## src/rtl/mux4_rr_arbiter.sv

```systemverilog
// Round-robin owner arbiter for the shared 4:1 select mux. Registers a one-hot
// grant and the matching select pair; an owner may hold the mux up to MAX_HOLD
// cycles while someone else is waiting.
module mux4_rr_arbiter #(
    parameter int MAX_HOLD = 8
) (
    input  logic       clk,
    input  logic       rst,
    input  logic [3:0] req,
    output logic [3:0] gnt,
    output logic       sel0,
    output logic       sel1,
    output logic       busy
);

    typedef enum logic [0:0] {
        IDLE  = 1'b0,
        GRANT = 1'b1
    } state_e;

    localparam logic [3:0] HOLD_LAST = 4'(MAX_HOLD - 1);

    state_e     state_q, state_d;
    logic [3:0] gnt_q, gnt_d;
    logic [1:0] sel_q, sel_d;
    logic       busy_q, busy_d;
    logic [1:0] last_q, last_d;
    logic [3:0] hold_cnt_q, hold_cnt_d;

    logic [1:0] win;
    logic [3:0] others;
    logic       do_grant;

    // First set bit in the order ptr+1, ptr+2, ptr+3, ptr. Scanning from the
    // far end lets the nearest hit overwrite the rest.
    function automatic logic [1:0] rr_pick(input logic [3:0] r, input logic [1:0] ptr);
        logic [1:0] idx;
        logic [1:0] pick;
        pick = ptr;
        for (int k = 4; k >= 1; k--) begin
            idx = ptr + 2'(k);
            if (r[idx]) pick = idx;
        end
        return pick;
    endfunction

    // While in GRANT the owner is always last_q, so gnt_q is its one-hot mask.
    always_comb begin
        state_d    = state_q;
        gnt_d      = gnt_q;
        sel_d      = sel_q;
        busy_d     = busy_q;
        last_d     = last_q;
        hold_cnt_d = hold_cnt_q;
        win        = rr_pick(req, last_q);
        others     = req & ~gnt_q;
        do_grant   = 1'b0;

        case (state_q)
            IDLE: begin
                if (|req) do_grant = 1'b1;
            end
            GRANT: begin
                if (req[last_q]) begin
                    if ((hold_cnt_q < HOLD_LAST) || (others == 4'b0000)) begin
                        if (hold_cnt_q < HOLD_LAST) hold_cnt_d = hold_cnt_q + 4'd1;
                    end else begin
                        do_grant = 1'b1;
                    end
                end else if (|req) begin
                    do_grant = 1'b1;
                end else begin
                    // Select pair is left alone so the mux output stays put.
                    state_d    = IDLE;
                    gnt_d      = 4'b0000;
                    busy_d     = 1'b0;
                    hold_cnt_d = 4'd0;
                end
            end
            default: begin
                state_d = IDLE;
            end
        endcase

        if (do_grant) begin
            state_d    = GRANT;
            gnt_d      = 4'b0001 << win;
            sel_d      = win;
            busy_d     = 1'b1;
            last_d     = win;
            hold_cnt_d = 4'd0;
        end
    end

    always_ff @(posedge clk) begin
        if (rst) begin
            state_q    <= IDLE;
            gnt_q      <= 4'b0000;
            sel_q      <= 2'b00;
            busy_q     <= 1'b0;
            last_q     <= 2'd3;
            hold_cnt_q <= 4'd0;
        end else begin
            state_q    <= state_d;
            gnt_q      <= gnt_d;
            sel_q      <= sel_d;
            busy_q     <= busy_d;
            last_q     <= last_d;
            hold_cnt_q <= hold_cnt_d;
        end
    end

    assign gnt  = gnt_q;
    assign sel0 = sel_q[0];
    assign sel1 = sel_q[1];
    assign busy = busy_q;

endmodule

```

## config.mk

```make
export PLATFORM = sky130hd
export DESIGN_NAME = mux4_rr_arbiter
export DESIGN_NICKNAME = d
export VERILOG_FILES = /design/src/rtl/mux4_rr_arbiter.sv
export SDC_FILE = /design/constraint.sdc
export NUM_CORES = 1
export LEC_CHECK = 0
export BUFFER_PORTS_ARGS = -buffer_cell sky130_fd_sc_hd__buf_2
export CORE_MARGIN = 2
export CORE_UTILIZATION = 40
export CTS_BUF_LIST = sky130_fd_sc_hd__clkbuf_8 sky130_fd_sc_hd__clkbuf_16
export DETAILED_ROUTE_END_ITERATION = 12
export GPL_TIMING_DRIVEN = 0
export SKIP_CTS_REPAIR_TIMING = 1
export SLEW_MARGIN = 20
export SYNTH_ARGS = -nofsm -noshare
export SYNTH_HDL_FRONTEND = slang
export SYNTH_SLANG_ARGS = --single-unit
```

## constraint.sdc

```tcl
create_clock -name clk -period 2.1 [get_ports clk]
set_input_delay 0.42 -clock clk [delete_from_list [all_inputs] [get_ports clk]]
set_output_delay 0.42 -clock clk [all_outputs]
set_load 0.005 [all_outputs]
```

==> impl_results.md, run 1 <==
* Xor/xnor share of the synthesized area at 0%
* Final WL at ~1500 µm
* Mux cell area share after synthesis at 7.04%
* CP required at approximately 2200 ps
* Via Count at 668
* Cells along the critical path: buf_2, mux2i_1, nor2_1, a311oi_1, nor2b_1, o21bai_1
* Port buffer count at 12
* DR DRC count at 0
* Initial antenna violation count at 0
* Adder-Cell Fraction of Synth Area at around 1.7%
* Hold Fails Final Rpt at 0
* Finished Cell Area at ~890 µm²
* DP Cell Count at around 120
* Synth unique cells at 37
* Gr ovfl total at 0
* HP Start: busy
* TritonCTS clock tree: done
* Sequential power share at between 40% and 50%
* Maxcap violations at 0
* Vias in the first global route at 610
* Ys async rst share at 0%
* Critical Path Fanout Max at 9
* Hold endpoint: busy
* Area leader, netlist: dfxtp_1
* Setup_tns at 0 ps
* WL per Instance at roughly 12 µm
* DRT antenna net count at 0
* Syn Inst Count at 84
* Post-DP HPWL at about 1100 µm
* Simple-Gate Fraction of Synth Area at 28.6%
* Die Y at 47.2 µm
* Switching Share at between 20% and 30%
* Layout Nets at 108
* Core area at 1750 µm²
* Clock share of power at between 30% and 40%
* Largest incremental delay on the critical path at roughly 640 ps
* Worst rel slew slack at 49.9%
* Clock skew at 2.07 ps
* Fin Hold WS at around 450 ps
* Final Non-Filler Cells at between 100 and 150
* I/O pins at 13
* Synth Area per Inst at just under 9 µm²
* Synth area leaders: dfxtp_1 38%, nand2b_1 7.5%, a21oi_1 6.0%
* Reg2Reg Depth at 6
* Row count at 15
* Mapped Area at between 700 and 800 µm²
* Longest Clk Path Bufs at 2
* Internal at roughly 0.00054 W
* Reg2reg setup slack at about 280 ps
* DP Area at between 800 and 900 µm²
* Number of synthesized flops with an enable pin at 0
* Commonest non-fill, non-tap cells in the layout: 14 x dfxtp_1, 13 x buf_2, 9 x a21oi_1, 9 x nand2b_1
* Post-route clock period utilization at 86.6%
* Num CTS Buffers at 3
* Combinational share of power at around a quarter
* DIE AREA at around 2200 µm²
* Complex-gate fraction of the synthesized area at a little over a fifth
* #FFs+latches synth at 14
* TritonRoute pass-1 iters at 4
* RR Startpoint: last_q[1]
* Static leakage at around 0.36 nW
* Final Setup Violations at 0
* Pwr dens at between 800 and 900 nW/µm²
* Top_reg_cell synth: dfxtp_1
* Syn_nets at 91
* Die W at 47.2 µm
* Crit end category: flop
* Critical Path AT at 1950 ps
* Slowest-stage cell, CP: a311oi_1
* Crit start category: flop
* Slew @ Worst Pin at between 700 and 800 ps
* VDD IR max at ~0.6 mV
* Via/cell ratio at 5.34
* Most common cell after layout, fill and taps aside: dfxtp_1
* Status: completed
* Post-synthesis sequential area ratio at 37.5%
* H-tree lvl count at 1
* Detailed Route Iter0 Violations at 8
* Final Max Slew Viols at 0
* Yosys warning count at 0
* Worst-Skew Late Latency at between 200 and 250 ps
* Tmin final at 1820 ps
* Number of diodes at 0
* Layout cells sized above 1 at a little under a quarter
* Kind of critical path: flop to flop
* First-pass GRT wire length at approximately 2700 µm
* Initial core utilization at between 40% and 50%
* CTS Sinks at 14
* Clock-pin slew on the worst setup and hold paths at roughly 60 ps
* Largest family of logic cells by synthesized area: simple AND/OR/NAND/NOR gates
* Hold crit path type: flop to flop
* RSZ-0062 raised after global routing: no
* Fmax at 550 MHz
* P&R area growth vs syn at 19.6%
* Top-area cell type share of the netlist area at a little under two fifths
* Psw at 0.000205 W
* GRT Overall Usage at around 17%
* FF-to-FF End: last_q[0]
* Root Buffer: clkbuf_8
* Hold path cells at 2
* Largest net degree at the start of global routing at 11
* Final RePlAce weighted congestion at about 0.76
[metrics by stage]
stage | total power, W | worst slack [ps] | util (%)
final | 0.000749 | 281 | 51.2
after global routing | 0.000798 | 140 | 51.2
after CTS | 0.000762 | 286 | 51.2
after detailed placement | 0.000499 | 227 | 48.0
after global placement | 0.000497 | 223 | 48.0
after floorplan | 0.000445 | 472 | -
[flip-flops by register name, indices dropped and copies added (netlist names)]
signal      flops
gnt             4
busy            1
last_q          2
hold_cnt_q      4
sel_q           2
state_q         1
[kinds of logic after synthesis]
group | Yosys count
mux | 4
simple gates | 37
fa+ha+maj | 1
flops | 14
compound gates | 23
buf+inv | 5
[layout make-up]
| cell class | count | area [µm²] |
|---|---|---|
| repair buffers | 12 | 60.1 |
| inverters | 2 | 7.51 |
| plain buffers | 3 | 20.0 |
| multi-input cells | 65 | 439 |
| well taps | 25 | 31.3 |
| fillers | 188 | 852 |
| clock buffers | 4 | 55.1 |
| flip-flops and latches | 14 | 280 |
[worst max-delay path: cells and delay by family (launching register included)]
kind | cells | cell delay, ps
mux | 1 | 200
compound gates | 2 | 730
flops | 1 | 300
simple gates | 2 | 300
buf+inv | 1 | 180
[cells in the mapped netlist, types with 2 or more instances]
cell / instances
inv_1: 2
nand2b_1: 9
a21oi_1: 9
nand3_1: 3
nor3_1: 2
nor2_1: 5
o21ai_1: 2
nor2b_1: 3
nand2_1: 5
nand3b_1: 2
mux2i_1: 3
dfxtp_1: 14
[power groups by stage]
stage	clock network, W	registers, W	logic, W
3_5_place_dp	0	0.000319	0.000180
2_1_floorplan	0	0.000317	0.000127
5_1_grt	0.000278	0.000316	0.000204
4_1_cts	0.000269	0.000313	0.000181
3_3_place_gp	0	0.000318	0.000179
6_report	0.000258	0.000312	0.000180
[per-layer routing]
metal	up-vias	global-route usage (%)	routed length, µm
met4	0	3.33	6
met2	10	28.2	775
met5	-	0	0
met3	2	5.77	61
li1	339	-	-
met1	317	21.3	663
[how the worst max path moves through the flow]
stage	end	depth (start not counted)	start
2_1_floorplan	sel_q[1]	5	req[2]
3_3_place_gp	sel_q[1]	6	req[2]
3_5_place_dp	sel_q[1]	6	req[2]
4_1_cts	last_q[0]	6	last_q[1]
5_1_grt	sel_q[0]	6	last_q[1]
6_report	last_q[0]	6	last_q[1]
Note: power is estimated with default switching activity, not from simulation.
==> inputs of run 2 (changes only) <==
CELL_PAD_IN_SITES_DETAIL_PLACEMENT = 0   (was unset)
CELL_PAD_IN_SITES_GLOBAL_PLACEMENT = 1   (was unset)
CORE_UTILIZATION = 39   (was 40)
PLACE_DENSITY_LB_ADDON = 0.1   (was unset)
==> run 2 against run 1 <==
  * Die area is 2.3% higher
  * Via count stayed put
  * Combinational power hardly changed
  * Global-route usage is 0.65 points lower
  * Final area stayed put
  * Clock power is 4% higher
  * Critical path type unchanged
  * Critical endpoint unchanged
==> impl_results.md, run 2 (synthesis gave the netlist of run 1 again) <==
* Crit end category: flop
* Detailed Route Iter0 Violations at 7
* Critical Path Fanout Max at 9
* Critical path origin: last_q[1]
* Most common cell after layout, fill and taps aside: dfxtp_1
* Kind of critical path: flop to flop
* Critical Path AT at about 2000 ps
* RR Startpoint: last_q[1]
* VDD IR max at roughly 0.56 mV
* Die Y at around 48 µm
* Finished Cell Area at 893 µm²
* Die W at between 40 and 50 µm
* Row count at 15
* Crit-path leading delay family: compound AO/OA/AOI/OAI gates
* Worst rel slew slack at 50.3%
* WL met2 at ~750 µm
* Largest net degree at the start of global routing at 11
* Final RePlAce weighted congestion at approximately 0.70
* Top Layer Used: met4
* First-pass GRT wire length at ~2500 µm
* Cells along the critical path: buf_2, mux2i_1, nor2_1, a311oi_1, nor2b_1, o21bai_1
* Tot Pwr at around 0.00076 W
* Final WL at between 1500 and 2000 µm
* Met3 WL post-DR at between 40 and 50 µm
* Commonest non-fill, non-tap cells in the layout: 14 x dfxtp_1, 13 x buf_2, 9 x a21oi_1, 9 x nand2b_1
* Initial antenna violation count at 0
* Met1 wire length at around 760 µm
* RSZ-0062 raised after global routing: no
* Final Non-Filler Cells at 125
* Worst-Skew Late Latency at ~250 ps
* Longest Clk Path Bufs at 2
* Core area at around 1800 µm²
* Hold Fails Final Rpt at 0
* Static leakage at 0.356 nW
* DR DRC count at 0
* Layout Nets at about 110
* Fmax at 546 MHz
* DRT antenna net count at 0
* Port buffer count at 12
* Num CTS Buffers at 3
* CP required at roughly 2200 ps
* WL per Instance at 12.6 µm
* # fillers at around 180
* GRT Overall Usage at between 10% and 20%
* I/O pins at 13
* Crit start category: flop
* P&R area growth vs syn at 19.6%
* TritonCTS clock tree: done
* Post-DP HPWL at between 1000 and 1500 µm
* Root Buffer: clkbuf_8
* Layout cells sized above 1 at a little under a quarter
* Slew @ Worst Pin at 740 ps
* Buffers plus inverters on the worst setup path at 1
* Status: completed
* H-tree lvl count at 1
* Clock-pin slew on the worst setup and hold paths at 60 ps
* Clock skew at between 3 and 4 ps
* Via Count at 668
* TritonRoute pass-1 iters at 4
* Slowest-stage cell, CP: a311oi_1
* Setup_tns at 0 ps
* Largest incremental delay on the critical path at about 630 ps
* HP Start: busy
* Vias in the first global route at about 600
* CTS Sinks at 14
* Via/cell ratio at around 5.3
* DP Cell Count at ~120
* Gr ovfl total at 0
* Maxcap violations at 0
* DP Area at approximately 840 µm²
* Final Setup Violations at 0
* Number of diodes at 0
* Final Max Slew Viols at 0
* Initial core utilization at between 40% and 50%
* Pwr dens at 854 nW/µm²
* DIE AREA at 2280 µm²
* Tmin final at ~1800 ps
* Hold crit path type: flop to flop
* Post-route clock period utilization at 87.2%
run 2: cell counts in the layout (fill, tap and decap cells not counted):
Identical to the previous run, type by type.
run 2: stage by stage:
| stage | util [%] | setup WS [ps] | hold WS, ps |
|---|---|---|---|
| after floorplan | - | 472 | 443 |
| after global placement | 47.5 | 220 | 443 |
| after detailed placement | 47.5 | 210 | 452 |
| after CTS | 50.6 | 281 | 460 |
| after global routing | 50.6 | 186 | 485 |
| final | 50.6 | 268 | 458 |
run 2: final timing paths:
path         cells past startpoint        end  slack (ps)
max                              6  last_q[0]         270
min                              2       busy         460
max reg2reg                      6  last_q[0]         270
min reg2reg                      2       busy         460
run 2: layout make-up:
| class | count | area (µm²) | share of cell area (%) |
|---|---|---|---|
| multi-input cells | 65 | 439 | 49.2 |
| flip-flops and latches | 14 | 280 | 31.4 |
| repair buffers | 12 | 60.1 | 6.72 |
| clock buffers | 4 | 55.1 | 6.16 |
| well taps | 25 | 31.3 | 3.50 |
| plain buffers | 3 | 20.0 | 2.24 |
| inverters | 2 | 7.51 | 0.840 |
run 2: routing by layer:
| metal | vias to the layer above | global-route usage, % |
|---|---|---|
| met5 | - | 0 |
| met4 | 0 | 9.73 |
| met3 | 2 | 3.40 |
| met2 | 10 | 25.3 |
| met1 | 317 | 20.6 |
| li1 | 339 | - |
run 2: power by group:
part           internal, W  switching, W
logic            0.0000855     0.0000964
registers         0.000294     0.0000198
clock network     0.000166      0.000101
total             0.000545      0.000218
run 2: worst register-to-register path, delay by kind of cell (launching register included):
family / cells / cell delay (ps)
buffers and inverters: 1 / 180
and+or+nand+nor: 2 / 300
muxes: 1 / 210
DFF: 1 / 300
AOI/OAI and AO/OA: 2 / 720
==> inputs of run 3 (changes only) <==
GPL_TIMING_DRIVEN = unset   (was 0)
==> run 3 against run 2 <==
  * Fmax is 2.9% higher
  * Clock power is 3% lower
  * Non-clock buffer count stayed put
  * Setup slack better by 52 ps
  * Core utilization is 0.14 points higher
  * Die area stayed put
  * Flip-flop and latch count stayed put
  * Final area is 0.28% higher
  * Clock-buffer cell count stayed put
  * Critical path type unchanged
  * Critical endpoint is now gnt[3]
==> impl_results.md, run 3 (synthesis gave the netlist of run 1 again) <==
* Initial core utilization at a little over two fifths
* Final WL at 1520 µm
* TritonCTS clock tree: done
* Static leakage at about 0.36 nW
* Clock skew at between 3 and 4 ps
* Die W at about 48 µm
* Hold crit path type: flop to flop
* Crit end category: flop
* DRT antenna net count at 0
* Detailed Route Iter0 Violations at 6
* VDD IR max at roughly 0.42 mV
* Layout cells sized above 1 at a little under a quarter
* Tmin final at about 1800 ps
* Critical Path Fanout Max at 16
* RSZ-0062 raised after global routing: no
* TritonRoute pass-1 iters at 2
* Worst-Skew Late Latency at around 240 ps
* Port buffer count at 12
* P&R area growth vs syn at 19.9%
* Worst rel slew slack at 71.8%
* WL per Instance at about 12 µm
* Switching Share at between 20 and 30%
* Met1 wire length at about 750 µm
* Die Y at between 40 and 50 µm
* Final Setup Violations at 0
* DR DRC count at 0
* Pwr dens at ~840 nW/µm²
* Num CTS Buffers at 3
* # fillers at 183
* Internal at around 0.00054 W
* I/O pins at 13
* Clock share of power at 34.7%
* Final worst setup slack at ~320 ps
* Final RePlAce weighted congestion at ~0.74
* Initial antenna violation count at 0
* FF+latch area at between 200 and 300 µm²
* Vias in the first global route at 610
* Final Max Slew Viols at 0
* Gr ovfl total at 0
* CTS Sinks at 14
* Via Count at about 640
* Psw at approximately 0.00021 W
* Maxcap violations at 0
* Via/cell ratio at 5.14
* Commonest non-fill, non-tap cells in the layout: 14 x dfxtp_1, 12 x buf_2, 9 x a21oi_1, 9 x nand2b_1
* Core area at 1760 µm²
* Root Buffer: clkbuf_8
* GRT Overall Usage at between 10% and 20%
* Sequential power share at 42.9%
* Combinational share of power at between 20% and 30%
* Largest net degree at the start of global routing at 17
* Post-route clock period utilization at ~85%
* Status: completed
* Place WS at 247 ps
* Slew @ Worst Pin at ~420 ps
* First-pass GRT wire length at between 2000 and 3000 µm
* Layout Nets at roughly 110
* Most common cell after layout, fill and taps aside: dfxtp_1
* DIE AREA at between 2000 and 2500 µm²
* Met3 WL post-DR at a little under 30 µm
* Row count at 15
* Crit start category: flop
* Top Layer Used: met4
* WL met2 at about 740 µm
* CP required at about 2300 ps
* Clock-pin slew on the worst setup and hold paths at 60 ps
* Fin Hold WS at roughly 460 ps
* H-tree lvl count at 1
* Longest Clk Path Bufs at 2
* Number of diodes at 0
* Post-DP HPWL at 1140 µm
* Setup_tns at 0 ps
* Hold Fails Final Rpt at 0
* Kind of critical path: flop to flop
* Area of the multi-input gates at approximately 440 µm²
* Critical Path AT at a little under 2000 ps
* Fmax at between 500 and 600 MHz
==> run 3: layout make-up <==
| cell class | instances | area share, % |
|---|---|---|
| clock buffer | 4 | 6.15 |
| tap | 25 | 3.49 |
| timing repair buffer | 15 | 9.22 |
| multi-input combinational | 65 | 49.0 |
| inverter | 2 | 0.838 |
| sequential | 14 | 31.3 |
==> run 3: worst max-delay path, stage by stage, from the launching register on <==
cell     delay (ps)
dfxtp_1         440
mux4_2          580
nand2_2         120
o21ai_4         140
nor4b_1         320
a31o_1          130
==> run 3: power by group through the flow <==
stage	combinational, W	sequential [W]	clock (W)
after detailed placement	0.000170	0.000327	0
final	0.000168	0.000321	0.000260
after CTS	0.000171	0.000322	0.000264
after floorplan	0.000127	0.000317	0
after global placement	0.000168	0.000328	0
after global routing	0.000190	0.000327	0.000279
==> run 3: final timing paths <==
path | start | to | slack [ps] | cells past startpoint
worst max-delay path | last_q[0] | gnt[3] | 320 | 5
worst min-delay path | busy | busy | 460 | 2
worst min register to register | busy | busy | 460 | 2
worst max register to register | last_q[0] | gnt[3] | 320 | 5
==> run 3: per-stage QoR <==
step	total power, W	utilization, %	instance area (µm²)	cells
after global routing	0.000796	50.8	896	125
final	0.000750	50.8	896	125
after global placement	0.000496	47.7	841	121
after CTS	0.000757	50.8	896	125
after floorplan	0.000445	-	747	84
after detailed placement	0.000498	47.7	841	121
==> run 3: per-layer routing <==
metal  up-vias  track usage (%)
met2         4             26.9
met1       298             20.7
met5         -                0
li1        338                -
met3         2             3.40
met4         0             3.24
